$ cat src/rtl/combined_module_if.sv
// Flow-meter classifier bus: sensor reading in, band indicator and mid-range flag out.
// The master drives flow_rate; the classifier (slave) returns y and z.
interface combined_module_if #(
   parameter int FLOW_W = 6
);
   logic [FLOW_W-1:0] flow_rate;
   logic [4:0]        y;
   logic              z;

   modport master (output flow_rate, input y, input z);
   modport slave  (input flow_rate, output y, output z);
endinterface

$ cat src/rtl/combined_module.sv
// Flow-meter classifier: registers a one-hot band code (bands of STEP L/min, top band saturating)
// and an inclusive mid-range window flag for the flow reading sampled each clock.
module combined_module #(
   parameter int FLOW_W = 6,
   parameter int STEP   = 10,
   parameter int Z_LO   = 20,
   parameter int Z_HI   = 50
) (
   input logic              clk,
   input logic              rst_n,
   combined_module_if.slave bus
);

   // Thresholds are guaranteed to fit FLOW_W by the elaboration check below.
   localparam logic [FLOW_W-1:0] TH1     = FLOW_W'(STEP * 1);
   localparam logic [FLOW_W-1:0] TH2     = FLOW_W'(STEP * 2);
   localparam logic [FLOW_W-1:0] TH3     = FLOW_W'(STEP * 3);
   localparam logic [FLOW_W-1:0] TH4     = FLOW_W'(STEP * 4);
   localparam logic [FLOW_W-1:0] TH5     = FLOW_W'(STEP * 5);
   localparam logic [FLOW_W-1:0] Z_LO_C  = FLOW_W'(Z_LO);
   localparam logic [FLOW_W-1:0] Z_HI_C  = FLOW_W'(Z_HI);

   generate
      if ((STEP * 5) > ((2 ** FLOW_W) - 1)) begin : g_bad_step
         $error("combined_module: STEP*5 exceeds the flow_rate range");
      end
   endgenerate

   logic [4:0] y_s;
   logic       z_s;
   logic [4:0] y_r;
   logic       z_r;

   // Band decode and window compare on the current reading.
   always_comb begin
      y_s = 5'b00000;
      z_s = 1'b0;
      if (bus.flow_rate >= TH5) begin
         y_s = 5'b10000;
      end else if (bus.flow_rate >= TH4) begin
         y_s = 5'b01000;
      end else if (bus.flow_rate >= TH3) begin
         y_s = 5'b00100;
      end else if (bus.flow_rate >= TH2) begin
         y_s = 5'b00010;
      end else if (bus.flow_rate >= TH1) begin
         y_s = 5'b00001;
      end else begin
         y_s = 5'b00000;
      end
      if ((bus.flow_rate >= Z_LO_C) && (bus.flow_rate <= Z_HI_C)) begin
         z_s = 1'b1;
      end else begin
         z_s = 1'b0;
      end
   end

   // Output registers; reset clears them without waiting for a clock.
   always_ff @(posedge clk or negedge rst_n) begin
      if (!rst_n) begin
         y_r <= 5'b00000;
         z_r <= 1'b0;
      end else begin
         y_r <= y_s;
         z_r <= z_s;
      end
   end

   assign bus.y = y_r;
   assign bus.z = z_r;

endmodule

$ cat src/flat_wrapper.sv
// flat-port wrapper written by rule: the top's interface ports become plain ports
module combined_module_flat 
#(
   parameter int FLOW_W = 6,
   parameter int STEP   = 10,
   parameter int Z_LO   = 20,
   parameter int Z_HI   = 50
)
  (clk, rst_n, bus_flow_rate, bus_y, bus_z);
  combined_module_if #(.FLOW_W(FLOW_W)) bus_i ();
  input logic clk;
  input logic rst_n;
  input wire logic [$bits(bus_i.flow_rate)-1:0] bus_flow_rate;
  output wire logic [$bits(bus_i.y)-1:0] bus_y;
  output wire logic [$bits(bus_i.z)-1:0] bus_z;
  assign bus_i.flow_rate = bus_flow_rate;
  assign bus_y = bus_i.y;
  assign bus_z = bus_i.z;
  combined_module #(.FLOW_W(FLOW_W), .STEP(STEP), .Z_LO(Z_LO), .Z_HI(Z_HI)) u_core (.clk(clk), .rst_n(rst_n), .bus(bus_i));
endmodule
$ cat config.mk
export PLATFORM = sky130hd
export DESIGN_NAME = combined_module_flat
export DESIGN_NICKNAME = d
export VERILOG_FILES = /design/src/rtl/combined_module_if.sv /design/src/rtl/combined_module.sv /design/src/flat_wrapper.sv
export SDC_FILE = /design/constraint.sdc
export NUM_CORES = 1
export LEC_CHECK = 0
export ABC_AREA = 1
export CAP_MARGIN = 10
export CORE_AREA = 2 2 39 41
export CTS_CLUSTER_DIAMETER = 50
export DETAILED_ROUTE_END_ITERATION = 8
export DIE_AREA = 0 0 41 43
export RECOVER_POWER = 25
export SLEW_MARGIN = 20
export SYNTH_ARGS = -nofsm -noshare
export SYNTH_HDL_FRONTEND = slang
export SYNTH_SLANG_ARGS = --single-unit
$ cat constraint.sdc
create_clock -name clk -period 0.8 [get_ports clk]
set_input_delay 0.12 -clock clk [delete_from_list [all_inputs] [get_ports clk]]
set_output_delay 0.12 -clock clk [all_outputs]
set_load 0.01 [all_outputs]
==> results.py, run 1 <==
metrics = {
    "logic_synthesis": {
        "synth-compound-area-share": 0.164,
        "yosys_warnings": 0,
        "syn-mean-instance-area_sq_um": 9.13,
        "synth_xor_area_frac": 0,
        "synth_area_sq_um": 274,
        "ys_seq_area_frac": 0.548,
        "yosys-top-cells-area": "dfrtp_1, nand2_1, a21oi_2",
        "synthAdderAreaFrac": 0,
        "synth.top_cell.area_share": 0.548,
        "synth_mux_area_frac": 0,
        "synthCells": 30,
        "synth_top_family_by_area": "simple AND/OR/NAND/NOR gates",
        "synth_nets": 38,
        "synthDistinctLibCells": 13,
        "synthSimpleGateAreaFrac": 0.233,
        "ys_ff_latch": 6,
        "synth_top_cell_by_area": "dfrtp_1",
    },
    "worst_hold_path": {
        "hold_path.class": "primary input to asynchronous set/reset pin",
    },
    "die": {
        "fp-row-count": 14,
        "core-area_sq_mm": 0.00138,
        "start_util": 0.198,
        "dieWidth_um": 41,
        "chipHeight_um": 43,
        "ios": 14,
        "dieArea_sq_mm": 0.00176,
    },
    "final_layout": {
        "diodes": 0,
        "nNetsFinal": 57,
        "ff_latch_area_sq_um": 150,
        "area_delta_synth_final_pct": 57.1,
        "fin_area_sq_um": 430,
        "multi_input_area_sq_um": 109,
        "nFillCells": 154,
        "finish.utilization": 0.311,
        "drive_gt1_frac": 0.340,
    },
    "placed_design": {
        "placed_cell_area_sq_um": 432,
        "place.gp.congestion": 0.752,
        "dpl.hpwl_um": 442,
        "io_buffers": 13,
    },
    "cts": {
        "clockRootBuffer": "clkbuf_4",
        "clock_path_buffers": 2,
        "holdBufCountCts": 0,
        "cts_tree": "done",
        "htree_levels": 1,
        "clkTransAtPathRegs_ns": 0.04,
        "clock_sinks": 6,
        "cts_buffers": 3,
    },
    "sta": {
        "setup_slack_ns": -0.0447,
        "period_needed_ns": 0.845,
        "max_slew_margin": 0.831,
        "setup_viol": 6,
        "clock.fmax_ghz": 1.18,
        "slew_viol_final": 0,
        "rsz0062_at_grt": "yes",
        "fin_crit_sh": 1.06,
        "worst_slew_pin_slew_ns": 0.252,
        "hold_viol_final": 0,
    },
    "setup_path": {
        "critPathKind": "register to output port",
        "critPathMaxFanout": 1,
        "crit_chain": "buf_6",
        "critPathTopFamily": "flip-flops",
        "cp.required_ns": 0.68,
        "critPathMaxStageDelay_ns": 0.37,
        "cp-end-kind": "output port",
        "worstPathArrival_ns": 0.72,
        "cp_slowest_cell": "dfrtp_1",
        "worst-path-buf-inv": 1,
        "startpoint_type": "register",
        "path_depth": 1,
    },
    "global_routing": {
        "grt_pass1_vias": 245,
        "gr-usage-all-layers": 0.0776,
        "antenna_found_initial": 0,
        "grt_pass1_wl_um": 848,
        "grt_overflow_total": 0,
        "grt_max_degree": 7,
    },
    "power": {
        "netSwitchingPower_w": 0.000170,
        "clockPowerShare": 0.360,
        "p_int_w": 0.000559,
        "leakage_nw": 0.218,
        "p_per_area_mw_per_mm2": 1690,
        "power_frac_comb": 0.185,
        "ir_worst_vdd_uv": 415,
        "p_sw_frac": 0.233,
        "pwr-share-seq": 0.455,
    },
    "detailed_routing": {
        "routed_wl_um": 513,
        "wl_met3_um": 47,
        "viasPerCell": 3.92,
        "antenna_left": 0,
        "firstDrtPassIters": 2,
        "initialDrtViolationCount": 1,
        "wl_per_cell_um": 8.14,
        "met2_length_um": 260,
        "wl_met1_um": 204,
        "vias": 247,
        "dr.max_layer_used": "met3",
        "drc": 0,
    },
    "run_status": {
        "outcome": "finished, violations left",
        "violations": "setup timing",
    },
    "job": {
        "max_cap_violations": 0,
    },
}
-- per-layer routing --
metal  global-route usage  up-vias
met5                    0        -
met4                0.120        0
met3                    0        0
met2                0.116       12
met1               0.0717      105
li1                     -      130
-- cells by family after synthesis --
kind of cell / Yosys count
AND/OR/NAND/NOR: 13
AO/OA/AOI/OAI: 7
flip-flops: 6
buffers and inverters: 4
-- timing repair --
action | in CTS | in global routing
cloned | 0 | 0
resized for setup | 30 | 2
pin swaps | 1 | 0
buffers inserted | 0 | 0
setup endpoints to repair | 11 | 6
-- state kept, by name (all words and copies together), names as in the netlist --
| signal | cells |
|---|---|
| u_core.bus.y | 5 |
| u_core.bus.z | 1 |
-- power groups by stage --
stage	logic, W	clock network [W]	registers, W
floorplan	0.0000438	0	0.000348
global placement	0.000157	0	0.000335
detailed placement	0.000160	0	0.000336
CTS	0.000131	0.000280	0.000331
global route	0.000154	0.000288	0.000333
finish	0.000135	0.000262	0.000332
-- metrics by stage --
stage	setup WS, ns	setup TNS [ns]	power (W)	std cells	hold slack, ns
floorplan	0.256	0	0.000391	30	-0.176
global placement	-0.299	-2.45	0.000492	60	0.367
detailed placement	-0.318	-2.61	0.000496	60	0.372
CTS	-0.0620	-0.317	0.000742	63	0.116
global route	-0.0712	-0.381	0.000774	63	0.215
finish	-0.0447	-0.227	0.000729	63	0.184
-- cell usage after synthesis --
cell type / n
o21ai_0: 3
nor2_2: 1
nand2_2: 1
nor3_1: 1
nand3_1: 1
inv_1: 4
a21oi_2: 2
nor2_1: 3
a21oi_1: 1
nand2_1: 5
nor2_4: 1
o21a_1: 1
dfrtp_1: 6
-- placed cells by master, fill, tap and decap left out --
cell type	netlist	final
buf_2	0	4
inv_2	0	1
buf_4	0	1
nor3_1	1	1
nand2_2	1	1
a21oi_2	2	2
a21oi_1	1	1
nor2_4	1	1
nor2_2	1	1
buf_6	0	2
clkdlybuf4s50_1	0	1
nor2_1	3	3
nand2_1	5	5
dlygate4sd3_1	0	1
clkbuf_4	0	3
nand3_1	1	1
dfrtp_1	6	6
o21a_1	1	1
o21ai_0	3	3
inv_1	4	3
dlygate4sd2_1	0	5
-- worst max-delay path by stage --
stage / start / end
detailed placement: bus_flow_rate[5] / u_core.bus.y[3]
global route: u_core.bus.y[3] / bus_y[3]
CTS: u_core.bus.y[3] / bus_y[3]
finish: u_core.bus.y[3] / bus_y[3]
floorplan: bus_flow_rate[1] / u_core.bus.z
global placement: bus_flow_rate[5] / u_core.bus.z
-- cell type report --
type,instances,area share
Sequential cell,6,0.349
Timing Repair Buffer,14,0.265
Multi-Input combinational cell,20,0.253
Clock buffer,3,0.0523
Tap cell,16,0.0465
Inverter,4,0.0349
Note: power is estimated with default switching activity, not from simulation.
==> run 2: changes to the inputs <==
- GPL_TIMING_DRIVEN: default -> 0
==> results.py, run 2 (synthesis results as in run 1) <==
metrics = {
    "run_status": {
        "outcome": "finished, violations left",
        "violations": "setup timing",
    },
    "setup_path": {
        "critPathMaxStageDelay_ns": 0.35,
        "cp-end-kind": "output port",
        "crit_path_end": "bus_y[4]",
        "critPathMaxFanout": 1,
        "crit_start": "u_core.bus.y[4]",
        "critPathTopFamily": "flip-flops",
        "cp.required_ns": 0.68,
        "worstPathArrival_ns": 0.73,
        "critPathKind": "register to output port",
        "startpoint_type": "register",
        "path_depth": 1,
        "crit_chain": "buf_2",
        "worst-path-buf-inv": 1,
        "cp_slowest_cell": "dfrtp_1",
    },
    "power": {
        "leakage_nw": 0.212,
        "p_per_area_mw_per_mm2": 1730,
        "ir_worst_vdd_uv": 359,
    },
    "final_layout": {
        "largest_reg_flops": 5,
        "nFillCells": 163,
        "finalNonFillerCells": 62,
        "area_delta_synth_final_pct": 52.1,
        "multi_input_area_sq_um": 109,
        "nNetsFinal": 56,
        "drive_gt1_frac": 0.326,
        "diodes": 0,
        "mostFrequentLayoutCells": "dfrtp_1, nand2_1, dlygate4sd2_1, buf_2",
        "ff_latch_area_sq_um": 150,
        "final_common_cell": "dfrtp_1",
    },
    "placed_design": {
        "post-place-cells": 59,
        "dpl.hpwl_um": 393,
        "place.gp.congestion": 0.751,
        "io_buffers": 13,
    },
    "sta": {
        "hold_viol_final": 0,
        "fin_hold_ws_ns": 0.186,
        "fin_crit_sh": 1.06,
        "max_slew_margin": 0.826,
        "setup_viol": 6,
        "period_needed_ns": 0.846,
        "rsz0062_at_grt": "yes",
        "setup_slack_ns": -0.0458,
        "clock.fmax_ghz": 1.18,
        "worst_slew_pin_slew_ns": 0.260,
        "slew_viol_final": 0,
        "finalSetupTns_ns": -0.230,
    },
    "detailed_routing": {
        "vias": 242,
        "viasPerCell": 3.90,
        "firstDrtPassIters": 3,
        "drc": 0,
        "initialDrtViolationCount": 1,
        "antenna_left": 0,
        "wl_per_cell_um": 7.60,
        "routed_wl_um": 471,
    },
    "die": {
        "ios": 14,
        "dieWidth_um": 41,
        "start_util": 0.198,
        "fp-row-count": 14,
        "core-area_sq_mm": 0.00138,
        "dieArea_sq_mm": 0.00176,
        "chipHeight_um": 43,
    },
    "cts": {
        "cts_setup_buffers": 0,
        "cts_buffers": 3,
        "clock_path_buffers": 2,
        "htree_levels": 1,
        "cts_tree": "done",
        "clockRootBuffer": "clkbuf_4",
        "clock_sinks": 6,
        "clkTransAtPathRegs_ns": 0.04,
    },
    "global_routing": {
        "gr-usage-all-layers": 0.0685,
        "grt_overflow_total": 0,
        "grt_max_degree": 7,
        "grt_pass1_vias": 241,
        "grt_pass1_wl_um": 786,
        "antenna_found_initial": 0,
    },
    "job": {
        "max_cap_violations": 0,
    },
    "worst_hold_path": {
        "hold_path.class": "primary input to asynchronous set/reset pin",
    },
}
==> run 2: cell count changes in the layout (fill, tap and decap cells not counted), sizes merged <==
cell and delta:
buf -1
==> run 2: area by class of cell <==
type | count | area share
flip-flops and latches | 6 | 0.360
multi-input cells | 20 | 0.261
repair buffers | 13 | 0.240
clock buffers | 3 | 0.0541
well taps | 16 | 0.0480
inverters | 4 | 0.0360
==> run 2: power by group <==
| part | total (W) | switching (W) | internal [W] |
|---|---|---|---|
| clock network | 0.000266 | 0.0000969 | 0.000169 |
| logic | 0.000125 | 0.0000681 | 0.0000573 |
| registers | 0.000331 | 0.00000489 | 0.000326 |
==> run 2: worst min path at each step <==
stage,to,slack (ns),cells after the start
after floorplan,u_core.bus.y[0],-0.18,0
after global placement,u_core.bus.y[2],0.36,1
after detailed placement,u_core.bus.y[2],0.37,1
after CTS,u_core.bus.y[2],0.11,1
after global routing,u_core.bus.z,0.21,1
final,u_core.bus.z,0.19,1
==> run 2: per-layer routing <==
layer	up-vias	global-route usage	wire (um)
li1	128	-	-
met1	98	0.0651	186
met2	14	0.103	208
met3	2	0	57
met4	0	0.100	18
met5	-	0	0
==> run 2: through the flow <==
stage / util / power (W) / setup WS, ns / area [sq um]
global placement: 0.307 / 0.000487 / -0.320 / 424
finish: 0.301 / 0.000722 / -0.0458 / 417
global route: 0.301 / 0.000772 / -0.0711 / 417
detailed placement: 0.307 / 0.000490 / -0.326 / 424
CTS: 0.297 / 0.000738 / -0.0625 / 410
floorplan: - / 0.000391 / 0.256 / 274
==> run 2: repair_timing <==
item | in CTS | in global routing
endpoints found under the setup margin | 11 | 6
pin swaps | 1 | 0
resized for setup | 30 | 1
hold buffers | 0 | 0
